--- src/rtl/aes_io_pkg.sv ---
// Shared types and constants for the AES byte-serial front/back end.
package aes_io_pkg;

    typedef enum logic [1:0] {
        LOAD_PT  = 2'd0,
        LOAD_KEY = 2'd1,
        RUN      = 2'd2,
        UNLOAD   = 2'd3
    } state_t;

    localparam int BLOCK_BYTES = 16;
    localparam int BYTE_CNT_W  = 4;
    localparam logic [BYTE_CNT_W-1:0] LAST_BYTE = BYTE_CNT_W'(BLOCK_BYTES - 1);

    // Shift register instance indices: plaintext, key, ciphertext.
    localparam int NUM_SR = 3;
    localparam int SR_PT  = 0;
    localparam int SR_KEY = 1;
    localparam int SR_CT  = 2;

endpackage

--- src/rtl/aes_byte_shreg.sv ---
// 128-bit register with parallel load and MSB-first byte shift (in at [7:0], out at [127:120]).
module aes_byte_shreg (
    input  logic         clk,
    input  logic         rst,
    input  logic         i_load,
    input  logic [127:0] i_load_data,
    input  logic         i_shift,
    input  logic [7:0]   i_byte,
    output logic [127:0] o_q,
    output logic [7:0]   o_byte
);

    logic [127:0] r_q;

    always_ff @(posedge clk or posedge rst) begin
        if (rst) begin
            r_q <= '0;
        end else if (i_load) begin
            r_q <= i_load_data;
        end else if (i_shift) begin
            r_q <= {r_q[119:0], i_byte};
        end
    end

    assign o_q    = r_q;
    assign o_byte = r_q[127:120];

endmodule

--- src/rtl/aes_byte_io.sv ---
// Byte-serial wrapper around the iterative AES-128 core: gathers plaintext and key,
// runs the core under a watchdog, then streams the ciphertext out.
module aes_byte_io
    import aes_io_pkg::*;
#(
    parameter int MAX_RUN_CYCLES = 1023,
    parameter int CNT_W          = 10
) (
    input  logic         clk,
    input  logic         rst,
    input  logic         in_valid,
    output logic         in_ready,
    input  logic [7:0]   in_data,
    output logic         out_valid,
    input  logic         out_ready,
    output logic [7:0]   out_data,
    output logic         core_rst,
    output logic [127:0] core_din,
    output logic [127:0] core_key,
    input  logic [127:0] core_dout,
    input  logic         core_done,
    output logic         busy,
    output logic         err
);

    localparam logic [CNT_W-1:0] WDOG_LAST = CNT_W'(MAX_RUN_CYCLES - 1);

    state_t                r_state, w_state_next;
    logic [BYTE_CNT_W-1:0] r_cnt, w_cnt_next;
    logic [CNT_W-1:0]      r_wdog, w_wdog_next;
    logic                  r_core_rst, w_core_rst_next;
    logic                  r_err, w_err_next;
    logic                  w_in_xfer, w_out_xfer;

    logic [NUM_SR-1:0]     w_load, w_shift;
    logic [127:0]          w_load_data [NUM_SR];
    logic [7:0]            w_shin      [NUM_SR];
    logic [127:0]          w_q         [NUM_SR];
    logic [7:0]            w_byte      [NUM_SR];

    assign in_ready   = (r_state == LOAD_PT) || (r_state == LOAD_KEY);
    assign out_valid  = (r_state == UNLOAD);
    assign busy       = (r_state == RUN) || (r_state == UNLOAD);
    assign w_in_xfer  = in_valid && in_ready;
    assign w_out_xfer = out_valid && out_ready;

    // Only the ciphertext register is ever parallel-loaded; only the input ones take bytes.
    assign w_load_data[SR_PT]  = '0;
    assign w_load_data[SR_KEY] = '0;
    assign w_load_data[SR_CT]  = core_dout;
    assign w_shin[SR_PT]       = in_data;
    assign w_shin[SR_KEY]      = in_data;
    assign w_shin[SR_CT]       = 8'h00;

    generate
        for (genvar gi = 0; gi < NUM_SR; gi++) begin : g_sr
            aes_byte_shreg u_sr (
                .clk         (clk),
                .rst         (rst),
                .i_load      (w_load[gi]),
                .i_load_data (w_load_data[gi]),
                .i_shift     (w_shift[gi]),
                .i_byte      (w_shin[gi]),
                .o_q         (w_q[gi]),
                .o_byte      (w_byte[gi])
            );
        end
    endgenerate

    assign core_din = w_q[SR_PT];
    assign core_key = w_q[SR_KEY];
    assign out_data = w_byte[SR_CT];
    assign core_rst = r_core_rst;
    assign err      = r_err;

    always_ff @(posedge clk or posedge rst) begin
        if (rst) begin
            r_state    <= LOAD_PT;
            r_cnt      <= '0;
            r_wdog     <= '0;
            r_core_rst <= 1'b1;
            r_err      <= 1'b0;
        end else begin
            r_state    <= w_state_next;
            r_cnt      <= w_cnt_next;
            r_wdog     <= w_wdog_next;
            r_core_rst <= w_core_rst_next;
            r_err      <= w_err_next;
        end
    end

    always_comb begin
        w_state_next    = r_state;
        w_cnt_next      = r_cnt;
        w_wdog_next     = r_wdog;
        w_core_rst_next = r_core_rst;
        w_err_next      = r_err;
        w_load          = '0;
        w_shift         = '0;
        case (r_state)
            LOAD_PT: begin
                if (w_in_xfer) begin
                    w_shift[SR_PT] = 1'b1;
                    w_cnt_next     = r_cnt + 1'b1;
                    if (r_cnt == LAST_BYTE) w_state_next = LOAD_KEY;
                end
            end
            LOAD_KEY: begin
                if (w_in_xfer) begin
                    w_shift[SR_KEY] = 1'b1;
                    w_cnt_next      = r_cnt + 1'b1;
                    if (r_cnt == LAST_BYTE) begin
                        w_state_next    = RUN;
                        w_core_rst_next = 1'b0;
                    end
                end
            end
            RUN: begin
                w_wdog_next = r_wdog + 1'b1;
                // A done arriving in the expiry cycle still yields a valid result.
                if (core_done) begin
                    w_load[SR_CT]   = 1'b1;
                    w_core_rst_next = 1'b1;
                    w_wdog_next     = '0;
                    w_state_next    = UNLOAD;
                end else if (r_wdog == WDOG_LAST) begin
                    w_err_next      = 1'b1;
                    w_core_rst_next = 1'b1;
                    w_wdog_next     = '0;
                    w_state_next    = LOAD_PT;
                end
            end
            UNLOAD: begin
                if (w_out_xfer) begin
                    w_shift[SR_CT] = 1'b1;
                    w_cnt_next     = r_cnt + 1'b1;
                    if (r_cnt == LAST_BYTE) w_state_next = LOAD_PT;
                end
            end
            default: w_state_next = LOAD_PT;
        endcase
    end

endmodule

--- config.mk ---
export PLATFORM = sky130hd
export DESIGN_NAME = aes_byte_io
export DESIGN_NICKNAME = d
export VERILOG_FILES = /design/src/rtl/aes_io_pkg.sv /design/src/rtl/aes_byte_shreg.sv /design/src/rtl/aes_byte_io.sv
export SDC_FILE = /design/constraint.sdc
export NUM_CORES = 1
export LEC_CHECK = 0
export BUFFER_PORTS_ARGS = -buffer_cell sky130_fd_sc_hd__buf_2
export CORE_MARGIN = 3
export CORE_UTILIZATION = 50
export CTS_CLUSTER_SIZE = 25
export DETAILED_ROUTE_END_ITERATION = 12
export GPL_ROUTABILITY_DRIVEN = 0
export GPL_TIMING_DRIVEN = 0
export PLACE_DENSITY = 0.79
export SLEW_MARGIN = 10
export SYNTH_ARGS = -nofsm -noshare
export SYNTH_HDL_FRONTEND = slang
export SYNTH_SLANG_ARGS = --single-unit
--- constraint.sdc ---
create_clock -name clk -period 14 [get_ports clk]
set_clock_uncertainty 0.15 [all_clocks]
set_input_delay 0 -clock clk [delete_from_list [all_inputs] [get_ports clk]]
set_output_delay 0 -clock clk [all_outputs]
set_load 0.05 [all_outputs]
Word level (Yosys, flattened, before mapping)
Index checks and enable logic that the tools add are counted.
{"block": "classes", "n_eq_ne": 13, "n_reduce_logical": 13, "n_div": 0, "n_lt_le_gt_ge": 0, "muxes": 28, "shift": 0, "addsub": 2, "bitwise": 1, "mul": 0}
{"operator": "$mux 128", "count": 2}
{"operator": "$mux 10", "count": 2}
{"operator": "$mux 2", "count": 8}
{"operator": "$mux 1", "count": 11}
{"operator": "$add 10x1->10 const B", "count": 1}
{"operator": "$eq 10x10->1 const B", "count": 1}
{"operator": "$ne 2x1->1 const B", "count": 5}
{"operator": "$mux 4", "count": 2}
{"operator": "$pmux 2 s4", "count": 1}
{"operator": "$pmux 4 s2", "count": 1}
{"operator": "$reduce_and 7->1", "count": 1}
{"operator": "$reduce_and 3->1", "count": 2}
{"operator": "$reduce_bool 2->1", "count": 3}
{"operator": "$add 4x1->4 const B", "count": 1}
{"operator": "$eq 2x2->1 const B", "count": 2}
{"operator": "$eq 4x4->1 const B", "count": 1}
{"operator": "$ne 2x2->1 const B", "count": 2}
{"operator": "$reduce_and 4->1", "count": 1}
{"operator": "$ne 3x2->1 const B", "count": 1}
{"operator": "$eq 2x1->1 const B", "count": 1}
{"operator": "$logic_and 1x1->1", "count": 2}
{"operator": "$logic_not 2->1", "count": 1}
{"operator": "$logic_or 1x1->1", "count": 2}
{"operator": "$pmux 1 s2", "count": 1}
{"operator": "other kinds (2)", "count": 2}
{"block": "word_totals", "latchBits": 0, "wordCells": 65, "input_bits": 141, "ram_bits": 0, "ff_bits": 402, "rom_bits": 0, "n_memories": 0}

Depth between registers and ports, before layout
Gate-level depths: netlist of run 1.
{"block": "depth", "ltp_word": 6, "depth_mapped": 9, "ltp_nobuf": 5}

Hierarchy
Synthesis of run 1 repeated with hierarchy kept, for this count alone.
{"block": "hier_totals", "hier_cells": 1798, "area_unflattened_um2": 19065.8}
{"mod": "aes_byte_shreg", "n_inst": 3, "cells_each": 563, "area_per_inst_um2": 6012.0, "seq_area_each_um2": 3203.1}
{"mod": "aes_byte_io", "n_inst": 1, "cells_each": 109, "area_per_inst_um2": 1029.7, "seq_area_each_um2": 451.7}

Worst setup path after synthesis of run 1
OpenSTA, ideal clock, no wires.
{"block": "synth_path", "kind": "register -> register", "from": "reg r_state[1]", "to": "reg g_sr[1].u_sr.r_q[0]", "period_less_slack_ns": 1.884, "stages_incl_launch_ff": 7, "setup_time_ns": 0.125, "setup_slack_ns": 12.116, "required_time_ns": 13.725, "arrival_ns": 1.609, "cell_sequence": "dfrtp_1 > buf_6 > inv_1 > nand3_1 > buf_2 > buf_2 > mux2_2"}
{"block": "synth_via", "elab_chain_len": 5, "word_cells_on_any_way": 6, "cone_classes": "1 x eq/ne; 2 x mux; 3 x reduce/logical"}
{"item": "start: declaration", "line": "aes_byte_io.sv:28", "rtl": "state_t r_state, w_state_next;"}
{"item": "start signal: assignment", "line": "aes_byte_io.sv:84", "rtl": "r_state <= w_state_next;"}
{"item": "$eq 2x1->1 / $logic_not 2->1 (equally long branches)", "line": "aes_byte_io.sv:41", "rtl": "assign in_ready = (r_state == LOAD_PT) || (r_state == LOAD_KEY);"}
{"item": "$logic_or 1x1->1 (*)", "line": "aes_byte_io.sv:41"}
{"item": "via in_ready", "line": "aes_byte_io.sv:12", "rtl": "output logic in_ready,"}
{"item": "$logic_and 1x1->1 (*)", "line": "aes_byte_io.sv:44", "rtl": "assign w_in_xfer = in_valid && in_ready;"}
{"item": "$mux 1 (*)", "line": "aes_byte_io.sv:109", "rtl": "if (w_in_xfer) begin"}
{"item": "$mux 1 (*)", "line": "aes_byte_io.sv:100", "rtl": "case (r_state)"}
{"item": "end signal: assignment", "line": "aes_byte_shreg.sv:19", "rtl": "r_q <= i_load_data;"}
{"item": "end signal: assignment", "line": "aes_byte_shreg.sv:21", "rtl": "r_q <= {r_q[119:0], i_byte};"}
{"item": "end: declaration", "line": "aes_byte_shreg.sv:13", "rtl": "logic [127:0] r_q;"}
The timed path passes the listed nets; every way through them passes the cells marked *.
A chain may end at the register's enable or synchronous reset.

Worst setup path in the final report of run 1
{"block": "layout_path", "from": "reg r_cnt[0]", "to": "reg r_state[0]"}
{"block": "layout_via", "elab_chain_len": 3, "word_cells_on_any_way": 5, "cone_classes": "4 x eq/ne; 1 x reduce/logical"}
{"item": "start: declaration", "line": "aes_byte_io.sv:29", "rtl": "logic [BYTE_CNT_W-1:0] r_cnt, w_cnt_next;"}
{"item": "start signal: assignment", "line": "aes_byte_io.sv:85", "rtl": "r_cnt <= w_cnt_next;"}
{"item": "$eq 4x4->1 (*)", "line": "aes_byte_io.sv:105, aes_byte_io.sv:112, aes_byte_io.sv:137"}
{"item": "$ne 2x1->1 (no line)"}
{"item": "$reduce_and 7->1 (no line) (*)"}
Mark *: on every way between the ends. The rest lies on a longest branch, timed or not.

==> flow_summary.json, run 1 <==
{
  "grt_pass1_wl_mm": 75.40,
  "cts_setup_buffers": 0,
  "cts-resized-gates": 0,
  "critical_path.max_fanout": 3,
  "fmax_mhz": 385.3,
  "synth_area_leaders": "dfrtp_1 61%, mux2_2 18%, mux2i_1 7.5%, o21ai_1 3.4%, nand2_1 3.1%",
  "num_io_pins": 410,
  "synth-seq-cells": 402,
  "num_vias": 12040,
  "synth-main-ff-cell": "dfrtp_1",
  "cts_tree": "yes",
  "core.rowCount": 65,
  "netlist_instances": 1190,
  "final_area_um2": 22020,
  "grt_pass1_vias": 13260,
  "synth_edf_count": 0,
  "htreeDepth": 2,
  "synth_warnings": 0,
  "path_clk_slew_ns": 0.06,
  "drt_first_pass_iters": 6,
  "drv_cap": 0,
  "slew_headroom_pct": 58.92,
  "ant_nets": 0,
  "post-route-util_pct": 69.07,
  "grt_max_degree": 118,
  "fin_crit_ns": 2.596,
  "leakagePower_nw": 11.42,
  "clockBufferDepth": 3,
  "cts-root-buf": "clkbuf_16",
  "overflow": 0,
  "r2r_cells": 7,
  "drt_wl_total_mm": 47.31,
  "grt_antenna_before_repair": 9,
  "timing.final.hold_violations": 0,
  "start_util_pct": 51.26,
  "clock_sinks": 402,
  "first_iter_violations": 589,
  "setup_viol": 0,
  "r2r_end": "r_state[0]",
  "core_area_um2": 31880,
  "dp_slack_ns": 11.80,
  "area_growth_pct": 34.76,
  "ys_seq_area_share_pct": 61.57,
  "synth.cell_area_um2": 16340,
  "die_y_um": 186.8,
  "powerDensity_nw_per_um2": 266.1,
  "post_dp_cell_area_um2": 19020,
  "worst_slew_pin_slew_ns": 0.6163,
  "routed_via_density": 5.305,
  "clock_latency_ns": 0.53,
  "setup_ws_ns": 11.40,
  "port_buffers": 409,
  "fp.dieArea_um2": 34890,
  "end_kind": "flip-flop",
  "worstPathArrival_ns": 2.85,
  "drive_gt1_share_pct": 44.78,
  "rsz0062_at_grt": "false",
  "outcome": "finished clean",
  "crit_start": "r_cnt[0]",
  "holdCritPathClass": "primary input to flip-flop",
  "synth_area_leader_cell": "dfrtp_1",
  "path_class": "flip-flop to flip-flop",
  "fin_crit_sh_pct": 18.54,
  "finalMaxSlewViolations": 0,
  "syn-mean-instance-area_um2": 13.73,
  "async_flop_share_pct": 100.0,
  "grt_use_total_pct": 26.89,
  "start_kind": "flip-flop",
  "holdBufCountCts": 151,
  "synth_top_area_share_pct": 61.41,
  "ir_worst_vdd_v": 0.0002731,
  "rrSetupSlack_ns": 11.40,
  "syn-num-nets": 1334,
  "crit_end": "r_state[0]",
  "drcViolationCount": 0,
  "r2r-start": "r_cnt[0]",
  "wl_per_cell_um": 20.84,
  "cts_buffers": 42,
  "dp_hpwl_mm": 31.64,
  "synth_cell_types": 42,
  "die_x_um": 186.8,
  "final_nets": 1941,
  "required_ns": 14.25
}
[final cells by class]
cell class                      instances  area [um2]
Antenna cell                            6       15.01
Tap cell                              435       544.3
Clock inverter                         16       221.5
Buffer                                 81       549.3
Multi-Input combinational cell        703        5715
Clock buffer                           60        1250
Timing Repair Buffer                  563        3641
Inverter                                4       22.52
Fill cell                            2214        9861
Sequential cell                       402       10060
[power breakdown]
part	total, mW	switching [mW]	internal (mW)
clock network	1.17	0.451	0.714
registers	2.02	0.372	1.65
logic	2.68	1.83	0.843
[cells in the mapped netlist, types with 8 or more instances]
cell type / count
dfrtp_1: 401
mux2_2: 257
nand2_1: 133
mux2i_1: 122
o21ai_1: 110
buf_2: 32
buf_4: 20
o21ai_0: 19
buf_6: 15
a22o_1: 9
clkbuf_1: 8
nand3_1: 8
[worst min path at each step]
stage,from,to,slack (ns),cells after the start
2_1_floorplan,core_dout[89],g_sr[2].u_sr.o_q[89],-0.03,2
3_3_place_gp,core_dout[27],g_sr[2].u_sr.o_q[27],0.06,3
3_5_place_dp,rst,g_sr[1].u_sr.o_q[82],-0.02,2
4_1_cts,core_dout[52],g_sr[2].u_sr.o_q[52],0.06,4
5_1_grt,core_dout[78],g_sr[2].u_sr.o_q[78],0.07,4
6_report,core_dout[78],g_sr[2].u_sr.o_q[78],0.08,4
[logic make-up (layout without fill, tap and decap cells)]
kind of cell	Yosys count	count (layout)	share of synthesized area, %
XOR/XNOR	3	3	0.1608
AO/OA/AOI/OAI	154	154	5.192
other	0	6	0
AND/OR/NAND/NOR	164	164	4.211
buffers and inverters	85	724	3.453
multiplexers	379	379	25.18
flip-flops	402	402	61.57
adder cells (fa/ha/maj)	3	3	0.2297
[stage by stage]
stage	hold slack (ns)	power, mW	instances	TNS [ns]
2_1_floorplan	-0.03316	3.921	1190	0
3_3_place_gp	0.06273	4.547	2034	-490.96
3_5_place_dp	-0.01883	4.631	2037	0
4_1_cts	0.05764	5.874	2264	0
5_1_grt	0.07421	6.119	2269	0
6_report	0.07532	5.859	2270	0
[registers in the layout, summed over array words and instances (netlist names)]
register	flops
core_rst	1
err	1
g_sr.u_sr.o_q	384
r_cnt	4
r_state	2
r_wdog	10
[critical path: stages, from the launching register on]
cell and delay, ns:
dfrtp_1 0.41, ha_1 0.24, nand3_1 0.13, nor2_1 0.07
a211oi_1 0.24, dlygate4sd3_1 0.61, a21oi_1 0.05, dlygate4sd3_1 0.58
[cell usage in the layout, fill, tap and decap left out, types with 6 or more instances in the layout]
cell / instances
mux2_2: 257
o21ai_1: 110
nand3_1: 8
dlygate4sd3_1: 151
clkbuf_1: 14
nand2_1: 133
clkbuf_16: 43
clkinv_2: 6
mux2i_1: 122
diode_2: 6
dfrtp_1: 401
buf_4: 20
a22o_1: 9
clkbuf_8: 11
nor2_1: 6
buf_2: 441
o21ai_0: 19
buf_6: 15
[routing by layer]
layer  part of all wire (%)  GRT usage (%)
met2                     51          47.41
met3                    7.2          7.571
met1                     38          31.18
met4                    3.9          10.47
met5                  0.030              0
(Power assumes the default switching activity.)
==> inputs of run 2 (changes only) <==
--- a/config.mk
+++ b/config.mk
@@ -7,7 +7,7 @@
 export LEC_CHECK = 0
 export BUFFER_PORTS_ARGS = -buffer_cell sky130_fd_sc_hd__buf_2
 export CORE_MARGIN = 3
-export CORE_UTILIZATION = 50
+export CORE_UTILIZATION = 48
 export CTS_CLUSTER_SIZE = 25
 export DETAILED_ROUTE_END_ITERATION = 12
 export GPL_ROUTABILITY_DRIVEN = 0
==> constraint.sdc (replaced) <==
create_clock -name clk -period 2.3 [get_ports clk]
set_clock_uncertainty 0.15 [all_clocks]
set_input_delay 0 -clock clk [delete_from_list [all_inputs] [get_ports clk]]
set_output_delay 0 -clock clk [all_outputs]
set_load 0.05 [all_outputs]
==> flow_summary.json, run 2 (synthesis gave the netlist of run 1 again) <==
{
  "fin_crit_sh_pct": 96.76,
  "layout_commonest_cell": "buf_2",
  "finalMaxSlewViolations": 0,
  "start_kind": "flip-flop",
  "grt_max_degree": 41,
  "final_nets": 1943,
  "power_mw": 35.37,
  "timing.hold.ws_ns": 0.02359,
  "num_io_pins": 410,
  "grt_antenna_before_repair": 9,
  "dp_hpwl_mm": 32.50,
  "core_area_um2": 33030,
  "wl_met3_mm": 3.601,
  "wl_met2_mm": 24.40,
  "end_kind": "flip-flop",
  "cts_setup_buffers": 0,
  "worst_slew_pin_slew_ns": 0.9263,
  "path_class": "flip-flop to flip-flop",
  "r2r-start": "r_state[0]",
  "fill_cells": 2350,
  "start_util_pct": 49.47,
  "routed_via_density": 5.341,
  "fin_crit_ns": 2.226,
  "holdCritPathClass": "primary input to async pin",
  "cts_tree": "yes",
  "outcome": "finished clean",
  "area_growth_pct": 35.04,
  "largest_register_ffs": 384,
  "wl_met1_mm": 17.64,
  "ir_worst_vdd_v": 0.001489,
  "path_clk_slew_ns": 0.06,
  "setup_viol": 0,
  "fmax_mhz": 449.3,
  "core.rowCount": 66,
  "drt_first_pass_iters": 5,
  "critical_path.max_fanout": 10,
  "leakagePower_nw": 11.41,
  "rsz0062_at_grt": "false",
  "finalNonFillerCells": 2280,
  "htreeDepth": 2,
  "wl_per_cell_um": 20.93,
  "die_x_um": 190.5,
  "clock_latency_ns": 0.53,
  "cts_buffers": 43,
  "powerDensity_nw_per_um2": 1603,
  "drv_cap": 0,
  "grt_pass1_wl_mm": 74.13,
  "drt_wl_total_mm": 47.72,
  "first_iter_violations": 669,
  "clockBufferDepth": 3,
  "timing.final.hold_violations": 0,
  "tns_ns": 0,
  "drcViolationCount": 0,
  "crit_start": "r_state[0]",
  "fp.dieArea_um2": 36290,
  "drive_gt1_share_pct": 45.49,
  "ant_nets": 0,
  "grt_pass1_vias": 13100,
  "layout_common_cells": "441 x buf_2, 401 x dfrtp_1, 257 x mux2_2",
  "slew_headroom_pct": 38.04,
  "highest_layer": "met5",
  "r2r_end": "g_sr[2].u_sr.o_q[51]",
  "worstPathArrival_ns": 2.44,
  "rrSetupSlack_ns": 0.07,
  "port_buffers": 409,
  "grt_use_total_pct": 26.00,
  "cts-root-buf": "clkbuf_16",
  "overflow": 0,
  "r2r_cells": 6,
  "dp_cells": 2053,
  "required_ns": 2.52,
  "num_vias": 12180,
  "clock_sinks": 402,
  "die_y_um": 190.5
}
-- run 2: timing repair --
action | 4_1_cts | 5_1_grt
hold buffers | 143 | 0
resized for setup | 0 | 1
setup endpoints to repair | 0 | 1
hold endpoints to repair | 267 | 0
-- run 2: per-stage QoR --
step / utilization (%) / worst slack (ns) / cell area, um2
2_1_floorplan: - / -3.263 / 16340
3_3_place_gp: 57.35 / -5.394 / 18940
3_5_place_dp: 58.10 / 0.08315 / 19190
4_1_cts: 66.74 / 0.05002 / 22050
5_1_grt: 66.80 / 0.03558 / 22060
6_report: 66.80 / 0.07445 / 22070
-- run 2: worst max-delay path: stages, from the launching register on --
cell and delay, ns:
dfrtp_1 0.37, buf_2 0.18, nand3_1 0.19, buf_2 0.28, buf_2 0.37, mux2i_1 0.35, o21ai_1 0.17
-- run 2: how the worst max path moves through the flow --
stage	endpoint	slack (ns)	cells after the start
2_1_floorplan	err	-3.26	1
3_3_place_gp	g_sr[0].u_sr.o_q[51]	-5.39	2
3_5_place_dp	g_sr[0].u_sr.o_q[3]	0.08	6
4_1_cts	g_sr[0].u_sr.o_q[3]	0.05	6
5_1_grt	g_sr[2].u_sr.o_q[51]	0.04	6
6_report	g_sr[2].u_sr.o_q[51]	0.07	6
-- run 2: where the power goes --
group / internal, mW / leakage, nW / switching [mW]
Combinational: 5.06 / 5.61 / 11.1
Sequential: 10.0 / 5.11 / 2.23
Clock: 4.05 / 0.695 / 2.86
Total: 19.1 / 11.4 / 16.2
-- run 2: per-layer routing --
layer	vias up	global-route usage (%)
met1	6101	29.89
met2	501	46.43
met3	154	6.857
li1	5418	-
met4	4	10.16
met5	-	0
-- run 2: area by class of cell --
cell class / instances / area (um2) / share of cell area (%)
plain buffers: 81 / 549.3 / 2.489
clock inverters: 23 / 225.2 / 1.021
diodes: 7 / 17.52 / 0.07938
inverters: 4 / 18.77 / 0.08505
flip-flops and latches: 402 / 10060 / 45.59
clock buffers: 54 / 1197 / 5.426
repair buffers: 564 / 3726 / 16.89
multi-input cells: 703 / 5718 / 25.91
well taps: 442 / 553.0 / 2.506
